--- src/rtl/divu_seq.sv ---
// Multi-cycle unsigned divider for the EX stage: radix-2 restoring divide,
// one quotient bit per cycle, stalling the pipeline until the result is ready.
module divu_seq #(
  parameter int WIDTH = 32
) (
  input  logic             clk,
  input  logic             rst,
  input  logic             start,
  input  logic             flush,
  input  logic [WIDTH-1:0] dividend,
  input  logic [WIDTH-1:0] divisor,
  output logic             stall,
  output logic             busy,
  output logic             done,
  output logic [WIDTH-1:0] quotient,
  output logic [WIDTH-1:0] remainder,
  output logic             div_by_zero
);

  localparam int CW = (WIDTH > 1) ? $clog2(WIDTH) : 1;

  typedef enum logic [1:0] {IDLE, RUN, DONE} state_t;

  state_t           state_q, state_d;
  logic [CW-1:0]    cnt_q, cnt_d;
  logic [WIDTH-1:0] dq_q, dq_d;
  logic [WIDTH-1:0] dvs_q, dvs_d;
  logic [WIDTH:0]   r_q, r_d;
  logic             busy_q, busy_d;
  logic             done_q, done_d;
  logic [WIDTH-1:0] quo_q, quo_d;
  logic [WIDTH-1:0] rem_q, rem_d;
  logic             dbz_q, dbz_d;

  logic [WIDTH:0]   r_shift;
  logic [WIDTH:0]   r_sub;
  logic [WIDTH:0]   r_next;
  logic [WIDTH-1:0] dq_next;
  logic             take;

  // One restoring step: shift in the next dividend bit, subtract if it fits.
  always_comb begin
    r_shift = {r_q[WIDTH-1:0], dq_q[WIDTH-1]};
    r_sub   = r_shift - {1'b0, dvs_q};
    take    = (r_shift >= {1'b0, dvs_q});
    r_next  = take ? r_sub : r_shift;
    dq_next = {dq_q[WIDTH-2:0], take};
  end

  always_comb begin
    state_d = state_q;
    cnt_d   = cnt_q;
    dq_d    = dq_q;
    dvs_d   = dvs_q;
    r_d     = r_q;
    busy_d  = 1'b0;
    done_d  = 1'b0;
    quo_d   = quo_q;
    rem_d   = rem_q;
    dbz_d   = dbz_q;

    if (flush) begin
      state_d = IDLE;
    end else begin
      case (state_q)
        IDLE: begin
          if (start) begin
            if (divisor != '0) begin
              state_d = RUN;
              busy_d  = 1'b1;
              dq_d    = dividend;
              dvs_d   = divisor;
              r_d     = '0;
              cnt_d   = CW'(WIDTH - 1);
              dbz_d   = 1'b0;
            end else begin
              state_d = DONE;
              done_d  = 1'b1;
              quo_d   = '1;
              rem_d   = dividend;
              dbz_d   = 1'b1;
            end
          end
        end
        RUN: begin
          r_d   = r_next;
          dq_d  = dq_next;
          cnt_d = cnt_q - 1'b1;
          if (cnt_q == '0) begin
            state_d = DONE;
            done_d  = 1'b1;
            quo_d   = dq_next;
            rem_d   = r_next[WIDTH-1:0];
          end else begin
            busy_d = 1'b1;
          end
        end
        // DONE never samples start: the divide that produced it leaves EX now.
        DONE:    state_d = IDLE;
        default: state_d = IDLE;
      endcase
    end
  end

  always_ff @(posedge clk) begin
    if (rst) begin
      state_q <= IDLE;
      cnt_q   <= '0;
      dq_q    <= '0;
      dvs_q   <= '0;
      r_q     <= '0;
      busy_q  <= 1'b0;
      done_q  <= 1'b0;
      quo_q   <= '0;
      rem_q   <= '0;
      dbz_q   <= 1'b0;
    end else begin
      state_q <= state_d;
      cnt_q   <= cnt_d;
      dq_q    <= dq_d;
      dvs_q   <= dvs_d;
      r_q     <= r_d;
      busy_q  <= busy_d;
      done_q  <= done_d;
      quo_q   <= quo_d;
      rem_q   <= rem_d;
      dbz_q   <= dbz_d;
    end
  end

  assign stall       = ((state_q == IDLE) && start && !flush) || (state_q == RUN);
  assign busy        = busy_q;
  assign done        = done_q;
  assign quotient    = quo_q;
  assign remainder   = rem_q;
  assign div_by_zero = dbz_q;

endmodule

--- config.mk ---
export PLATFORM = sky130hd
export DESIGN_NAME = divu_seq
export DESIGN_NICKNAME = d
export VERILOG_FILES = /design/src/rtl/divu_seq.sv
export SDC_FILE = /design/constraint.sdc
export NUM_CORES = 1
export LEC_CHECK = 0
export BUFFER_PORTS_ARGS = -buffer_cell sky130_fd_sc_hd__buf_2
export CAP_MARGIN = 40
export CORE_MARGIN = 5
export CORE_UTILIZATION = 52
export CTS_CLUSTER_SIZE = 16
export DETAILED_ROUTE_END_ITERATION = 8
export PLACE_DENSITY = 0.77
export SETUP_SLACK_MARGIN = 0.15
export SYNTH_ARGS = -nofsm -noshare
export SYNTH_HDL_FRONTEND = slang
export SYNTH_SLANG_ARGS = --single-unit
--- constraint.sdc ---
create_clock -name clk -period 2.52 [get_ports clk]
set_input_delay 0.126 -clock clk [delete_from_list [all_inputs] [get_ports clk]]
set_output_delay 0.126 -clock clk [all_outputs]
set_load 0.01 [all_outputs]
# After elaboration in Yosys (flattened, before gate mapping)
# Index checks and enable logic that the tools add are counted.
[word_totals]
inputBits = 68
word_cells = 63
out_inout_bits = 68
regBits = 170
[classes]
n_mux = 30
n_addsub = 2
n_reduce_logical = 14
magnitude_cmp = 1
bitwise_logic = 1
eq_ne = 5
[op_table]
columns = ["operator", "n"]
rows = [
  ["two-way mux 32 bit", 11],
  ["one-hot mux 32 bit (2 select lines)", 4],
  ["greater-or-equal comparator 33 x 32 -> 1 bit", 1],
  ["nonzero test 32 bit", 1],
  ["subtractor 32 bit", 1],
  ["two-way mux 5 bit", 2],
  ["one-hot mux 5 bit (2 select lines)", 1],
  ["inequality test 2 bit (second input constant)", 4],
  ["AND reduction 4 bit", 2],
  ["two-way mux 1 bit", 6],
  ["two-way mux 2 bit", 3],
  ["logical NOT 5 bit", 1],
  ["AND reduction 5 bit", 1],
  ["subtractor 5 x 1 -> 5 bit (second input constant)", 1],
  ["one-hot mux 1 bit (2 select lines)", 2],
  ["one-hot mux 2 bit (2 select lines)", 1],
  ["AND reduction 3 bit", 1],
  ["== test 2 x 1 -> 1 bit (second input constant)", 1],
  ["logical AND 1 bit", 2],
  ["logical NOT 2 bit", 1],
  ["AND reduction 2 bit", 1],
  ["nonzero test 2 bit", 1],
  ["OR reduction 2 bit", 1],
  ["logical NOT 1 bit", 1],
  ["other kinds (2)", 2],
]

# Logic depth before layout (Yosys ltp)
# Gate-level depths: netlist (run 1).
[logic_depth]
word_depth = 4
depth_mapped = 12

# Least setup slack after synthesis (run 1)
# No wires, ideal clock.
[synth_path]
path_type = "register -> register"
start = "register dq_q[31]"
end = "register rem_q[26] (netlist: remainder[26])"
synth_period_minus_slack_ns = 2.730
required_time_ns = 2.429
t_arrival_ns = 2.639
slack_ns = -0.210
stages_incl_launch_ff = 13
n_path_buf = 0
path_cell_list = "dfxtp_1 inv_1 ha_1 inv_1 fa_1 a21o_1 a31o_2 a211oi_1 o31ai_1 a311oi_1 xnor2_1 a22oi_1 a311oi_1"
[synth_via]
elab_chain_len = 4
elab_cells_between_ends = 5
[synth_lines]
columns = ["item", "line", "source"]
rows = [
  ["start: declaration", "26", "logic [WIDTH-1:0] dq_q, dq_d;"],
  ["start signal: assignment", "120", "dq_q <= dq_d;"],
  ["subtractor 32 bit or greater-or-equal comparator 33 x 32 -> 1 bit (tied branches)", "44, 45", ""],
  ["two-way mux 32 bit *", "46", "r_next = take ? r_sub : r_shift;"],
  ["two-way mux 32 bit *", "89", "if (cnt_q == '0) begin"],
  ["one-hot mux 32 bit (2 select lines) *", "65", "case (state_q)"],
  ["end signal: assignment", "126", "rem_q <= rem_d;"],
  ["end: declaration", "32", "logic [WIDTH-1:0] rem_q, rem_d;"],
]
# Every way passes the cells marked *; elsewhere a longest branch is shown, timed or not. The select of a mux whose other input is x is not followed.
# A chain may end at the register's enable or synchronous reset.

# Worst setup path in the final report (run 1)
[layout_path]
start = "register dq_q[31]"
end = "register rem_q[16] (netlist: remainder[16])"
# Same word-level chain as after synthesis.

==> results of run 1 <==
cells in the final DEF (no fill, tap or decap), types with 24 or more instances in the layout:
cell type      instances
a22oi_2               25
nand2_1              137
ha_4                  25
dlygate4sd3_1         39
a21oi_1               61
a221oi_1              26
a311oi_1              25
nor2_1               196
buf_2                134
nor3_1                41
dfxtp_1              140
a211oi_2              24
dfxtp_2               30
buf_4                148
registers in the layout, indices dropped and copies added (netlist names):
| signal | count |
|---|---|
| r_q | 32 |
| dq_q | 32 |
| quotient | 32 |
| state_q | 2 |
| dvs_q | 32 |
| busy | 1 |
| done | 1 |
| cnt_q | 5 |
| remainder | 32 |
| div_by_zero | 1 |
per-layer routing:
layer	GRT usage, %	part of all wire (%)	vias up
met5	0	0	-
met4	11.7	5.0	0
met3	6.17	9.2	179
met2	49.0	46	636
met1	39.7	40	4673
li1	-	-	4498
cell type report:
cell class / instances / share of cell area, %
Timing Repair Buffer: 360 / 21.5
Antenna cell: 1 / 0.0192
Clock inverter: 14 / 1.36
Inverter: 38 / 1.10
Multi-Input combinational cell: 806 / 44.0
Sequential cell: 170 / 26.5
Tap cell: 220 / 2.12
Clock buffer: 18 / 3.38
cells by family (layout without fill, tap and decap cells):
group,Yosys count,after routing,synth area share [%]
muxes,1,1,0.116
xor gates and xnor gates,24,24,2.43
other,0,1,0
buffers and inverters,114,430,5.45
adders and majority gates,35,35,5.16
AOI/OAI and AO/OA,288,288,24.4
and+or+nand+nor,458,458,23.0
DFF,170,170,39.4
final timing paths:
check | end | slack [ns] | cells after the start
worst max-delay path | remainder[16]$_SDFFE_PP0P_ | -0.53 | 12
worst min-delay path | remainder[0]$_SDFFE_PP0P_ | 0.004 | 3
worst max register to register | remainder[16]$_SDFFE_PP0P_ | -0.53 | 12
worst min register to register | dvs_q[14]$_SDFFE_PP0P_ | 0.46 | 2
timing repair:
| action | in CTS | in global routing |
|---|---|---|
| hold endpoints to repair | 41 | 1 |
| buffers inserted | 24 | 10 |
| hold buffers | 38 | 1 |
| cloned | 5 | 2 |
| resized for setup | 113 | 47 |
| pin swaps | 63 | 48 |
| endpoints found under the setup margin | 66 | 155 |
stage by stage:
stage / utilization, % / hold WS, ns / setup TNS [ns]
5_1_grt: 79.0 / 0.0113 / -23.10
3_5_place_dp: 65.9 / 0.383 / -10.98
4_1_cts: 76.8 / 0.000644 / -5.75
6_report: 79.0 / 0.00404 / -16.58
3_3_place_gp: 65.9 / 0.377 / -7.89
2_1_floorplan: - / 0.254 / 0
power groups by stage:
stage          logic, mW  registers, mW  clock network, mW
2_1_floorplan       1.35           2.97                  0
3_3_place_gp        2.13           2.98                  0
3_5_place_dp        2.16           2.98                  0
4_1_cts             2.49           2.93               2.76
5_1_grt             2.94           2.96               2.90
6_report            2.77           2.95               2.79
critical path, delay by kind of cell, from the launching register on:
kind            cells  cell delay [ns]
fa+ha+maj           2             0.50
flops               1             0.34
simple gates        2             0.37
compound gates      5             1.37
buf+inv             2             0.12
xor+xnor            1             0.23
==> flow_summary.yaml, run 1 <==
run_status:
  outcome: "finished with violations"
  failed_checks: "setup timing"
cts:
  cts_tree: "built"
  path_clk_slew_ns: 0.08
  numClockSinks: 170
  clk_latency_ns: 0.44
  cts_buffer_depth: 2
  cts_made_buffers: 17
  h-tree-depth: 4
  cts_root_buffer: "clkbuf_16"
die:
  die-area_mm2: 0.0193
  die_w_um: 139
  die_h_um: 139
  start_util_pct: 52.4
  io_pins: 136
  rows: 47
  core_area_mm2: 0.0165
timing:
  clock_skew_ns: 0.0102
  rsz0062_at_grt: "yes"
  hold_viol_final: 0
  fin_crit_sh_pct: 121
  finalSetupViolations: 66
  relSlewSlack_pct: 49.9
  fin_crit_ns: 3.05
  slew_viol_final: 0
  fmax_mhz: 328
  worst_pin_slew_ns: 0.744
  setup_slack_ns: -0.532
critical_path:
  required_ns: 2.86
  crit_slowest_cell: "a311oi_2"
  crit_type: "reg -> reg"
  crit_chain: "inv_2 -> ha_4 -> inv_2 -> fa_2 -> a21o_1 -> a311oi_2 -> nor3_2 -> or2_4 -> a311oi_2 -> xnor2_1 -> a22oi_2 -> a311oi_1"
  cp_data_arrival_time_ns: 3.39
  r2r_start: "dq_q[31]$_SDFFE_PP0P_"
  end_kind: "register"
  crit_fanout: 3
  max_stage_delay_ns: 0.43
  cp-start-kind: "register"
  cp-startpoint: "dq_q[31]$_SDFFE_PP0P_"
power_and_ir_drop:
  fin_total_pwr_mw: 8.51
  power_frac_seq_pct: 34.7
  ir_drop_mv: 0.547
  power.net_switching_mw: 2.86
  p_int_mw: 5.65
  combPwrFrac_pct: 32.5
  sw_frac_of_total_pct: 33.6
  clockPowerShare_pct: 32.8
  power.density_mw_per_mm2: 654
  power_leakage_nw: 5.35
placed_design:
  placed_area_mm2: 0.0109
  place_hpwl_um: 19800
  io_buffers: 135
  dp_cells: 1514
  routabilityCongestion: 0.960
  pre_cts_slack_ns: -0.323
finish:
  drive_gt1_share_pct: 39.4
  nets: 1496
  fin_cells: 1627
  seqCellArea_mm2: 0.00344
  syn_to_final_growth_pct: 50.6
  fillCellCount: 1071
  multiInputGateArea_mm2: 0.00573
  finish.instance_area_mm2: 0.0130
detailed_routing:
  wl_per_cell_um: 20.6
  routed_wl_um: 33500
  drc: 0
  via_per_inst: 6.14
  drt_iter0_drc: 1201
  drt-pass1-iter-count: 5
  postRouteAntennaNets: 0
  num_vias: 9986
global_route:
  grt_max_degree: 76
  grt_overflow_total: 0
  grt_pass1_vias: 9170
  grt_pass1_wl_um: 47800
  track_usage_pct: 30.2
  antenna_found_initial: 1
logic_synthesis:
  syn_nets: 1193
  synth_edf_count: 0
  synth-async-reset-ratio_pct: 0
  netlist_area_mm2: 0.00863
  ys_types: 61
  yosys_warnings: 0
  synth_top_area_share_pct: 39.4
  yosysMostFrequentCell: "nor2_1"
  synthFlopType: "dfxtp_1"
  synth_seq_cells: 170
  ys_seq_area_share_pct: 39.4
  syn-instance-count: 1090
  synth_common_cells: "nor2_1 (198), dfxtp_1 (170), nand2_1 (140)"
  yosys.area.top_type: "dfxtp_1"
  synth_area_leaders: "dfxtp_1 (39%), nor2_1 (8.6%), nand2_1 (6.1%)"
  syn_area_per_cell_um2: 7.92
min_path:
  hold_path_class: "in -> reg"
  min_from: "dividend[0]"
flow_run:
  drv_cap: 0
No activity file was read; power rests on OpenSTA's default activity.
==> run 2: changes to the inputs <==
--- a/config.mk
+++ b/config.mk
@@ -7,6 +7,7 @@
 export LEC_CHECK = 0
 export BUFFER_PORTS_ARGS = -buffer_cell sky130_fd_sc_hd__buf_2
 export CAP_MARGIN = 40
+export CORE_ASPECT_RATIO = 0.5
 export CORE_MARGIN = 5
 export CORE_UTILIZATION = 52
 export CTS_CLUSTER_SIZE = 16
==> constraint.sdc (replaced) <==
create_clock -name clk -period 2.52 [get_ports clk]
set_input_delay 0.504 -clock clk [delete_from_list [all_inputs] [get_ports clk]]
set_output_delay 0.504 -clock clk [all_outputs]
set_load 0.01 [all_outputs]
==> flow_summary.yaml, run 2 (same netlist as run 1, synthesis figures left out) <==
timing:
  clock_skew_ns: 0.0165
  hold_viol_final: 0
  setup_slack_ns: -0.283
  fmax_mhz: 357
  finalSetupViolations: 66
  fin_crit_sh_pct: 111
  worst_pin_slew_ns: 0.584
  slew_viol_final: 0
  rsz0062_at_grt: "yes"
  relSlewSlack_pct: 61.1
  fin_crit_ns: 2.80
critical_path:
  crit_slowest_cell: "nor4_4"
  r2r_start: "r_q[27]$_SDFFE_PP0P_"
  crit_type: "reg -> reg"
  r2r-end: "r_q[19]$_SDFFE_PP0P_"
  crit_chain: "ha_4 -> and4_4 -> nand4_1 -> nor4_4 -> nor3_2 -> a211oi_4 -> buf_6 -> buf_6 -> buf_6 -> nand3b_1 -> a311oi_2"
  ff2ff_path_depth: 11
  crit_fanout: 3
  worst-path-buf-inv: 3
  cp_data_arrival_time_ns: 3.16
  max_stage_delay_ns: 0.46
  cp-start-kind: "register"
  required_ns: 2.88
  end_kind: "register"
  critPathTopFamily: "simple AND/OR/NAND/NOR gates"
  crit_top_cell: "buf_6"
  crit_cells: 11
  r2r_slack_ns: -0.28
global_route:
  antenna_found_initial: 0
  grt_pass1_wl_um: 47500
  grt_pass1_vias: 8640
  grt_max_degree: 51
  track_usage_pct: 31.2
  grt_overflow_total: 0
cts:
  cts_made_buffers: 17
  clk_latency_ns: 0.45
  cts_buffer_depth: 2
  cts_root_buffer: "clkbuf_16"
  numClockSinks: 170
  cts_tree: "built"
  path_clk_slew_ns: 0.08
  cts_hold_buf: 0
  h-tree-depth: 4
finish:
  finish.instance_area_mm2: 0.0126
  antennaDiodeCount: 0
  fillCellCount: 1165
  layout_common_cells: "nor2_1 (196), buf_4 (163), dfxtp_1 (148)"
  mostFrequentLayoutCell: "nor2_1"
  fin_cells: 1603
  syn_to_final_growth_pct: 45.4
  nets: 1466
  drive_gt1_share_pct: 39.0
die:
  rows: 33
  die_w_um: 192
  start_util_pct: 52.8
  die_h_um: 101
  io_pins: 136
  die-area_mm2: 0.0194
  core_area_mm2: 0.0164
power_and_ir_drop:
  sw_frac_of_total_pct: 34.0
  clockPowerShare_pct: 33.1
  power_leakage_nw: 5.19
  ir_drop_mv: 0.537
  power.net_switching_mw: 2.84
  power.density_mw_per_mm2: 665
  combPwrFrac_pct: 31.6
  p_int_mw: 5.51
  power_frac_seq_pct: 35.3
detailed_routing:
  drt-pass1-iter-count: 5
  drc: 0
  postRouteAntennaNets: 0
  routed_wl_um: 30800
  num_vias: 9340
  via_per_inst: 5.83
  wl_per_cell_um: 19.2
  drt_iter0_drc: 831
min_path:
  min_from: "divisor[5]"
  hold_path_class: "in -> reg"
  whs_path_depth: 3
  worstHoldEndpoint: "dvs_q[5]$_SDFFE_PP0P_"
flow_run:
  drv_cap: 0
placed_design:
  dp_cells: 1545
  placed_area_mm2: 0.0111
  io_buffers: 135
  place_hpwl_um: 22300
  routabilityCongestion: 0.996
run_status:
  outcome: "finished with violations"
  failed_checks: "setup timing"
-- run 2: layout make-up --
| cell class | instances | area [µm²] | area share, % |
|---|---|---|---|
| Clock buffer | 18 | 439 | 3.50 |
| Timing Repair Buffer | 330 | 2420 | 19.3 |
| Clock inverter | 14 | 170 | 1.36 |
| Inverter | 38 | 145 | 1.16 |
| Sequential cell | 170 | 3430 | 27.3 |
| Multi-Input combinational cell | 806 | 5660 | 45.1 |
| Tap cell | 227 | 284 | 2.26 |
-- run 2: layer usage --
layer	up-vias	wire (µm)	global-route usage (%)
met4	0	450	7.56
met1	4413	14600	47.6
met3	40	3230	8.06
met5	-	0	0
met2	434	12500	43.8
li1	4453	-	-
-- run 2: how the worst max path moves through the flow --
stage               slack [ns]                    endpoint             startpoint
CTS                      -0.25        r_q[19]$_SDFFE_PP0P_  dvs_q[4]$_SDFFE_PP0P_
floorplan                 0.04        r_q[19]$_SDFFE_PP0P_  dvs_q[4]$_SDFFE_PP0P_
global placement         -0.29         r_q[8]$_SDFFE_PP0P_   r_q[27]$_SDFFE_PP0P_
finish                   -0.28        r_q[19]$_SDFFE_PP0P_   r_q[27]$_SDFFE_PP0P_
detailed placement       -0.35  remainder[12]$_SDFFE_PP0P_  dvs_q[4]$_SDFFE_PP0P_
global route             -0.38        r_q[23]$_SDFFE_PP0P_  dvs_q[6]$_SDFFE_PP0P_
-- run 2: tightest hold or removal path, delay by kind of cell --
family	cells	cell delay, ns
AOI/OAI and AO/OA	1	0.05
buffers and inverters	1	0.10
and+or+nand+nor	1	0.05
-- run 2: power by group through the flow --
stage	clock [mW]	combinational (mW)	sequential (mW)
finish	2.76	2.64	2.95
global route	2.89	2.81	2.96
CTS	2.76	2.47	2.94
detailed placement	0	2.24	2.99
global placement	0	2.22	2.98
floorplan	0	1.35	2.97
-- run 2: through the flow --
step	TNS (ns)	util, %	power, mW	hold WS, ns	setup WS (ns)
2_1_floorplan	0	-	4.31	0.435	0.0434
3_3_place_gp	-25.50	67.6	5.20	0.443	-0.291
3_5_place_dp	-27.65	67.6	5.23	0.451	-0.353
4_1_cts	-9.49	75.2	8.17	0.300	-0.247
5_1_grt	-17.62	76.8	8.66	0.313	-0.376
6_report	-13.57	76.8	8.34	0.310	-0.283
-- run 2: repair_timing --
item	4_1_cts	5_1_grt
setup endpoints to repair	96	131
pin swaps	60	34
cloned	3	0
buffers inserted	19	4
resized for setup	89	46
